$ cat config.mk
export PLATFORM = sky130hd
export DESIGN_NAME = perceptron_weight_mem
export DESIGN_NICKNAME = d
export VERILOG_FILES = /design/src/rtl/perceptron_weight_mem.sv
export SDC_FILE = /design/constraint.sdc
export NUM_CORES = 1
export LEC_CHECK = 0
export CAP_MARGIN = 40
export CORE_MARGIN = 3
export CORE_UTILIZATION = 50
export DETAILED_ROUTE_END_ITERATION = 8
export GPL_TIMING_DRIVEN = 0
export MAX_ROUTING_LAYER = met4
export PLACE_DENSITY = 0.78
export SYNTH_ARGS = -nofsm -noshare
export SYNTH_HDL_FRONTEND = slang
export SYNTH_SLANG_ARGS = --single-unit
$ cat constraint.sdc
create_clock -name clk -period 6.8 [get_ports clk]
set_input_delay 2.04 -clock clk [delete_from_list [all_inputs] [get_ports clk]]
set_output_delay 2.04 -clock clk [all_outputs]
set_load 0.005 [all_outputs]
$ cat src/rtl/perceptron_weight_mem.sv
// Weight store for the perceptron training core: core port with priority, host port,
// write-back burst tracking and convergence status. Define WMEM_PARITY_EN for per-word parity.
module perceptron_weight_mem #(
    parameter int DW          = 16,
    parameter int AW          = 6,
    parameter int DEPTH       = 3,
    parameter int CONV_EPOCHS = 4
) (
    input  logic          clk,
    input  logic          rst,
    input  logic          core_en_i,
    input  logic          core_we_i,
    input  logic [AW-1:0] core_addr_i,
    input  logic [DW-1:0] core_wdata_i,
    output logic [DW-1:0] core_rdata_o,
    input  logic          host_req_i,
    input  logic          host_we_i,
    input  logic [AW-1:0] host_addr_i,
    input  logic [DW-1:0] host_wdata_i,
    output logic          host_gnt_o,
    output logic [DW-1:0] host_rdata_o,
    output logic          host_rvalid_o,
    output logic          upd_done_o,
    output logic          changed_o,
    output logic [3:0]    stable_cnt_o,
    output logic          converged_o,
    output logic [15:0]   wr_cnt_o,
`ifdef WMEM_PARITY_EN
    input  logic          inj_par_i,
    output logic          par_err_o,
`endif
    output logic          err_addr_o
);

    // state | meaning
    // IDLE  | no write-back in progress
    // BURST | core writes streaming, burst_chg accumulating
    // CLOSE | burst ended: pulse upd_done, update changed/stable_cnt
    localparam logic [1:0] ST_IDLE  = 2'd0;
    localparam logic [1:0] ST_BURST = 2'd1;
    localparam logic [1:0] ST_CLOSE = 2'd2;

    logic [DW-1:0] mem_q [DEPTH];
    logic [DW-1:0] core_rdata_q, host_rdata_q;
    logic          host_rvalid_q, changed_q, changed_d, converged_q, err_addr_q;
    logic          burst_chg_q, burst_chg_d;
    logic [3:0]    stable_q, stable_d;
    logic [15:0]   wr_cnt_q;
    logic [1:0]    state_q, state_d;

    logic          core_wr, core_rd, host_wr, host_rd, core_inr, host_inr, chg_bit;
    logic [DW-1:0] core_word, host_word, wr_data;
    logic [AW-1:0] wr_addr;
    logic          wr_en;

    assign host_gnt_o = host_req_i & ~core_en_i;
    assign core_wr    = core_en_i & core_we_i;
    assign core_rd    = core_en_i & ~core_we_i;
    assign host_wr    = host_gnt_o & host_we_i;
    assign host_rd    = host_gnt_o & ~host_we_i;
    assign core_inr   = core_addr_i < AW'(DEPTH);
    assign host_inr   = host_addr_i < AW'(DEPTH);

    // Read mux compares full addresses so out-of-range words read as zero.
    always_comb begin
        core_word = '0;
        host_word = '0;
        for (int i = 0; i < DEPTH; i++) begin
            if (core_addr_i == AW'(i)) core_word = mem_q[i];
            if (host_addr_i == AW'(i)) host_word = mem_q[i];
        end
    end

    // Grant is exclusive, so at most one port writes per cycle.
    assign wr_en   = (core_wr & core_inr) | (host_wr & host_inr);
    assign wr_addr = core_en_i ? core_addr_i  : host_addr_i;
    assign wr_data = core_en_i ? core_wdata_i : host_wdata_i;
    assign chg_bit = core_wr & core_inr & (core_wdata_i != core_word);

    always_comb begin
        state_d     = state_q;
        burst_chg_d = burst_chg_q;
        changed_d   = changed_q;
        stable_d    = stable_q;
        case (state_q)
            ST_IDLE: begin
                if (core_wr) begin
                    state_d     = ST_BURST;
                    burst_chg_d = chg_bit;
                end
            end
            ST_BURST: begin
                if (core_wr) burst_chg_d = burst_chg_q | chg_bit;
                else         state_d     = ST_CLOSE;
            end
            ST_CLOSE: begin
                changed_d = burst_chg_q;
                if (burst_chg_q)            stable_d = 4'd0;
                else if (stable_q != 4'hF)  stable_d = stable_q + 4'd1;
                if (core_wr) begin
                    state_d     = ST_BURST;
                    burst_chg_d = chg_bit;
                end else begin
                    state_d = ST_IDLE;
                end
            end
            default: state_d = ST_IDLE;
        endcase
    end

    always_ff @(posedge clk) begin
        if (rst) begin
            for (int i = 0; i < DEPTH; i++) mem_q[i] <= '0;
            core_rdata_q  <= '0;
            host_rdata_q  <= '0;
            host_rvalid_q <= 1'b0;
            changed_q     <= 1'b0;
            stable_q      <= 4'd0;
            converged_q   <= 1'b0;
            wr_cnt_q      <= 16'd0;
            err_addr_q    <= 1'b0;
            burst_chg_q   <= 1'b0;
            state_q       <= ST_IDLE;
        end else begin
            for (int i = 0; i < DEPTH; i++) begin
                if (wr_en && wr_addr == AW'(i)) mem_q[i] <= wr_data;
            end
            if (core_en_i) begin
                if (!core_inr)      core_rdata_q <= '0;
                else if (core_we_i) core_rdata_q <= core_wdata_i;
                else                core_rdata_q <= core_word;
            end
            host_rvalid_q <= host_rd;
            if (host_rd) host_rdata_q <= host_word;
            if (core_wr && core_inr && wr_cnt_q != 16'hFFFF) wr_cnt_q <= wr_cnt_q + 16'd1;
            if ((core_en_i && !core_inr) || (host_gnt_o && !host_inr)) err_addr_q <= 1'b1;
            converged_q <= stable_q >= 4'(CONV_EPOCHS);
            changed_q   <= changed_d;
            stable_q    <= stable_d;
            burst_chg_q <= burst_chg_d;
            state_q     <= state_d;
        end
    end

`ifdef WMEM_PARITY_EN
    logic par_q [DEPTH];
    logic par_err_q, core_par, host_par, par_bad;

    always_comb begin
        core_par = 1'b0;
        host_par = 1'b0;
        for (int i = 0; i < DEPTH; i++) begin
            if (core_addr_i == AW'(i)) core_par = par_q[i];
            if (host_addr_i == AW'(i)) host_par = par_q[i];
        end
    end

    assign par_bad = (core_rd && core_inr && ((^core_word) != core_par)) ||
                     (host_rd && host_inr && ((^host_word) != host_par));

    always_ff @(posedge clk) begin
        if (rst) begin
            for (int i = 0; i < DEPTH; i++) par_q[i] <= 1'b0;
            par_err_q <= 1'b0;
        end else begin
            for (int i = 0; i < DEPTH; i++) begin
                if (wr_en && wr_addr == AW'(i)) par_q[i] <= (^wr_data) ^ inj_par_i;
            end
            if (par_bad) par_err_q <= 1'b1;
        end
    end

    assign par_err_o = par_err_q;
`endif

    assign core_rdata_o  = core_rdata_q;
    assign host_rdata_o  = host_rdata_q;
    assign host_rvalid_o = host_rvalid_q;
    assign upd_done_o    = (state_q == ST_CLOSE);
    assign changed_o     = changed_q;
    assign stable_cnt_o  = stable_q;
    assign converged_o   = converged_q;
    assign wr_cnt_o      = wr_cnt_q;
    assign err_addr_o    = err_addr_q;

endmodule

==> impl_results.md <==
- Largest stage delay, worst path: around 0.56 ns
- Post-synth top area share: between 20 and 30%
- Vias: between 4000 and 5000
- Vias in the first global route: about 4200
- CTS Buffer Depth: 2
- Count leader, synth: nor2_1
- Reg-to-reg endpoint: burst_chg_q$_SDFFE_PP0P_
- Finish-stage setup viols: 0
- RSZ-0062 raised after global routing: no
- Setup crit end kind: primary output
- Clk_skew: approximately 0.0079 ns
- Worst R2R Path Depth: 6
- Final Cell Area: approximately 6600 um^2
- Clock slew at reported path FFs: around 0.09 ns
- Top cells by area, synth: edfxtp_1 (28%), dfxtp_1 (23%), mux2i_1 (10%)
- Via density: roughly 5.9
- Post-Route WL: 15.0 mm
- Primary FF master, synth: dfxtp_1
- Grt peak-use layer: met2
- GR Util All Layers: 26.9%
- Clock sinks: about 110
- Total negative slack: 0 ns
- I/O pins: 108
- Post-CTS Setup Bufs: 0
- Clock Power Share: 31.5%
- Slew margin rel.: just under 50%
- TritonCTS Buffers: 9
- Min Hold Slack: between 0.4 and 0.5 ns
- Pleak: approximately 2.4 nW
- Critical path's top delay family: buffers and inverters
- Commonest cells in the netlist: nor2_1 (79), dfxtp_1 (59), mux2i_1 (52)
- Tcrit/Tclk final: 78.9%
- Starting density of the core: approximately 52%
- Comb pwr share: between 10% and 20%
- Status: finished clean
- Grt ovf: 0
- Dpl hpwl: 11.2 mm
- Post-Syn Area: around 5200 um^2
- Row count: 36
- Routed wire per std cell: between 15 and 20 um
- Crit path max fanout: 4
- Placer Congestion: about 0.93
- H-tree Lvls: 3
- Layout Cells excl Fill: about 760
- Grt met2 use: roughly 43%
- Crit path required time: approximately 4.8 ns
- Reg2reg start: mem_q[0][44]$_DFFE_PP_
- Hold_sp: core_rdata_o[15]$_SDFFE_PP0P_
- Initial antenna violation count: 0
- Full die area: 11600 um^2
- Total power draw: approximately 1.2 mW
- Fraction of registers with async set/reset: 0%
- Arrival @ worst endpoint: 3.33 ns
- Global Route met3 Usage: between 3 and 4%
- Dpl ws: 1.45 ns
- Synth area leader: edfxtp_1
- DRC: 0
- CTS tree: done
- Mapped Nets: between 500 and 600
- # placed instances: roughly 750
- Antenna diodes: 0
- Critical path type: input port to primary output
- Final Hold Fails: 0
- Initial DRC Count: 499
- Hold Path Depth: 2
- GR met1 Demand/Resource: approximately 36%
- Min-delay worst type: flop to flop
- Max-cap violation count: 0
- Cell area power density: roughly 190 nW/um^2
- Area Growth Syn to Fin: 27.1%
- Yosys warns: 0
- Worst VDD drop: 131 uV
- Syn_area_per_cell: approximately 10 um^2
- Psw: 0.318 mW
- Net Sw Frac: 25.5%
- Clock latency on the worst-skew pair: approximately 0.38 ns
- First-pass iteration count of the detailed router: 6
- Sequential area share after synthesis: between 50% and 60%
- Root Buffer: clkbuf_8
- Placed Area: ~6400 um^2
- Post-synth EDFFs: 48
- Nets: 675
- Maximum clock frequency: 186 MHz
- WP buf/inv: 2
- Final-report max-slew violation count: 0
- Worst-margin pin slew: 0.771 ns
- Core Region: 9910 um^2
- Count of different cell masters after synthesis: 59
- Flop pwr share: 56.3%
- Reg2reg setup slack: 4.75 ns
- PostCTS Resize Cnt: 0
- Seq cells post-synth: roughly 110
- First-pass GRT wire length: between 20 and 25 mm
- CP max-delay cell: clkdlybuf4s50_1
- Cts hold-fix bufs: 0
- Internal: 0.926 mW
- Die X: 108 um
- Worst Hold End: core_rdata_o[15]$_SDFFE_PP0P_
- PortBufs: between 100 and 150
- Startpoint Class: input port
- Final design utilization: 66.2%
- Share of cells above drive strength 1: under 10%
- Height of the die: about 110 um
- Post-route minimum period: 5.37 ns
- Syn Inst Count: 509
- CP Cell Sequence: clkdlybuf4s50_1 -> nor2b_1 -> clkdlybuf4s50_1
- Post-route ant nets: 0
- Most used cell, CP: clkdlybuf4s50_1
- Largest net degree at the start of global routing: 19
- Final WS setup: 1.43 ns
==> cell families (layout without fill, tap and decap cells) <==
kind of cell	Yosys count	count (layout)	share of synthesized area (%)
fa+ha+maj	2	2	0.485
flops	107	107	50.8
simple gates	178	178	16.3
compound gates	105	105	15.0
xor+xnor	18	18	3.06
buf+inv	45	164	3.78
mux	54	54	10.5
==> how the worst max path moves through the flow <==
| stage | endpoint | slack, ns | cells after the start | start |
|---|---|---|---|---|
| 3_5_place_dp | host_gnt_o | 1.45 | 3 | host_req_i |
| 3_3_place_gp | mem_q[0][12]$_DFFE_PP_ | 1.38 | 6 | core_addr_i[5] |
| 6_report | host_gnt_o | 1.43 | 3 | host_req_i |
| 4_1_cts | host_gnt_o | 1.44 | 3 | host_req_i |
| 2_1_floorplan | host_gnt_o | 2.34 | 2 | core_en_i |
| 5_1_grt | host_gnt_o | 1.37 | 3 | host_req_i |
==> flip-flops by register name, summed over array words and instances, names as in the netlist <==
register       flops
wr_cnt_o          16
host_rvalid_o      1
core_rdata_o      16
changed_o          1
mem_q             48
burst_chg_q        1
converged_o        1
stable_cnt_o       4
err_addr_o         1
state_q            2
host_rdata_o      16
==> area by class of cell <==
cell class	instances	area (um^2)
plain buffers	31	143
inverters	14	52.6
well taps	133	166
fillers	793	3350
flip-flops and latches	107	2620
multi-input cells	357	2340
clock buffers	10	128
repair buffers	103	1040
clock inverters	6	65.1
==> placed cells by master, fill, tap and decap left out, types with 5 or more instances in the layout <==
| master | n |
|---|---|
| dfxtp_1 | 59 |
| inv_1 | 13 |
| xnor2_1 | 5 |
| o21ai_0 | 31 |
| clkbuf_1 | 19 |
| buf_2 | 9 |
| nand2_1 | 44 |
| clkdlybuf4s50_1 | 102 |
| a22oi_1 | 20 |
| nand3_1 | 7 |
| xor2_1 | 13 |
| clkbuf_8 | 9 |
| nor2_1 | 79 |
| nand4_1 | 10 |
| mux2i_1 | 52 |
| a222oi_1 | 12 |
| a2bb2oi_1 | 5 |
| edfxtp_1 | 48 |
| nor2b_1 | 10 |
==> power by group through the flow <==
stage / clock network [mW] / logic [mW] / registers [mW]
2_1_floorplan: 0 / 0.0797 / 0.711
3_3_place_gp: 0 / 0.147 / 0.714
3_5_place_dp: 0 / 0.149 / 0.715
4_1_cts: 0.396 / 0.150 / 0.700
5_1_grt: 0.421 / 0.162 / 0.702
6_report: 0.392 / 0.152 / 0.700
==> tightest hold or removal path: stages (launching register included) <==
cell and delay (ns):
dfxtp_1 0.33, nand2_1 0.06, a21oi_1 0.05
==> routing by layer <==
layer | part of all wire, % | vias up
met5 | 0 | -
met4 | 1.0 | 0
met3 | 6.9 | 16
met2 | 49 | 197
met1 | 43 | 2196
li1 | - | 2096
No activity file was read; power rests on OpenSTA's default activity.
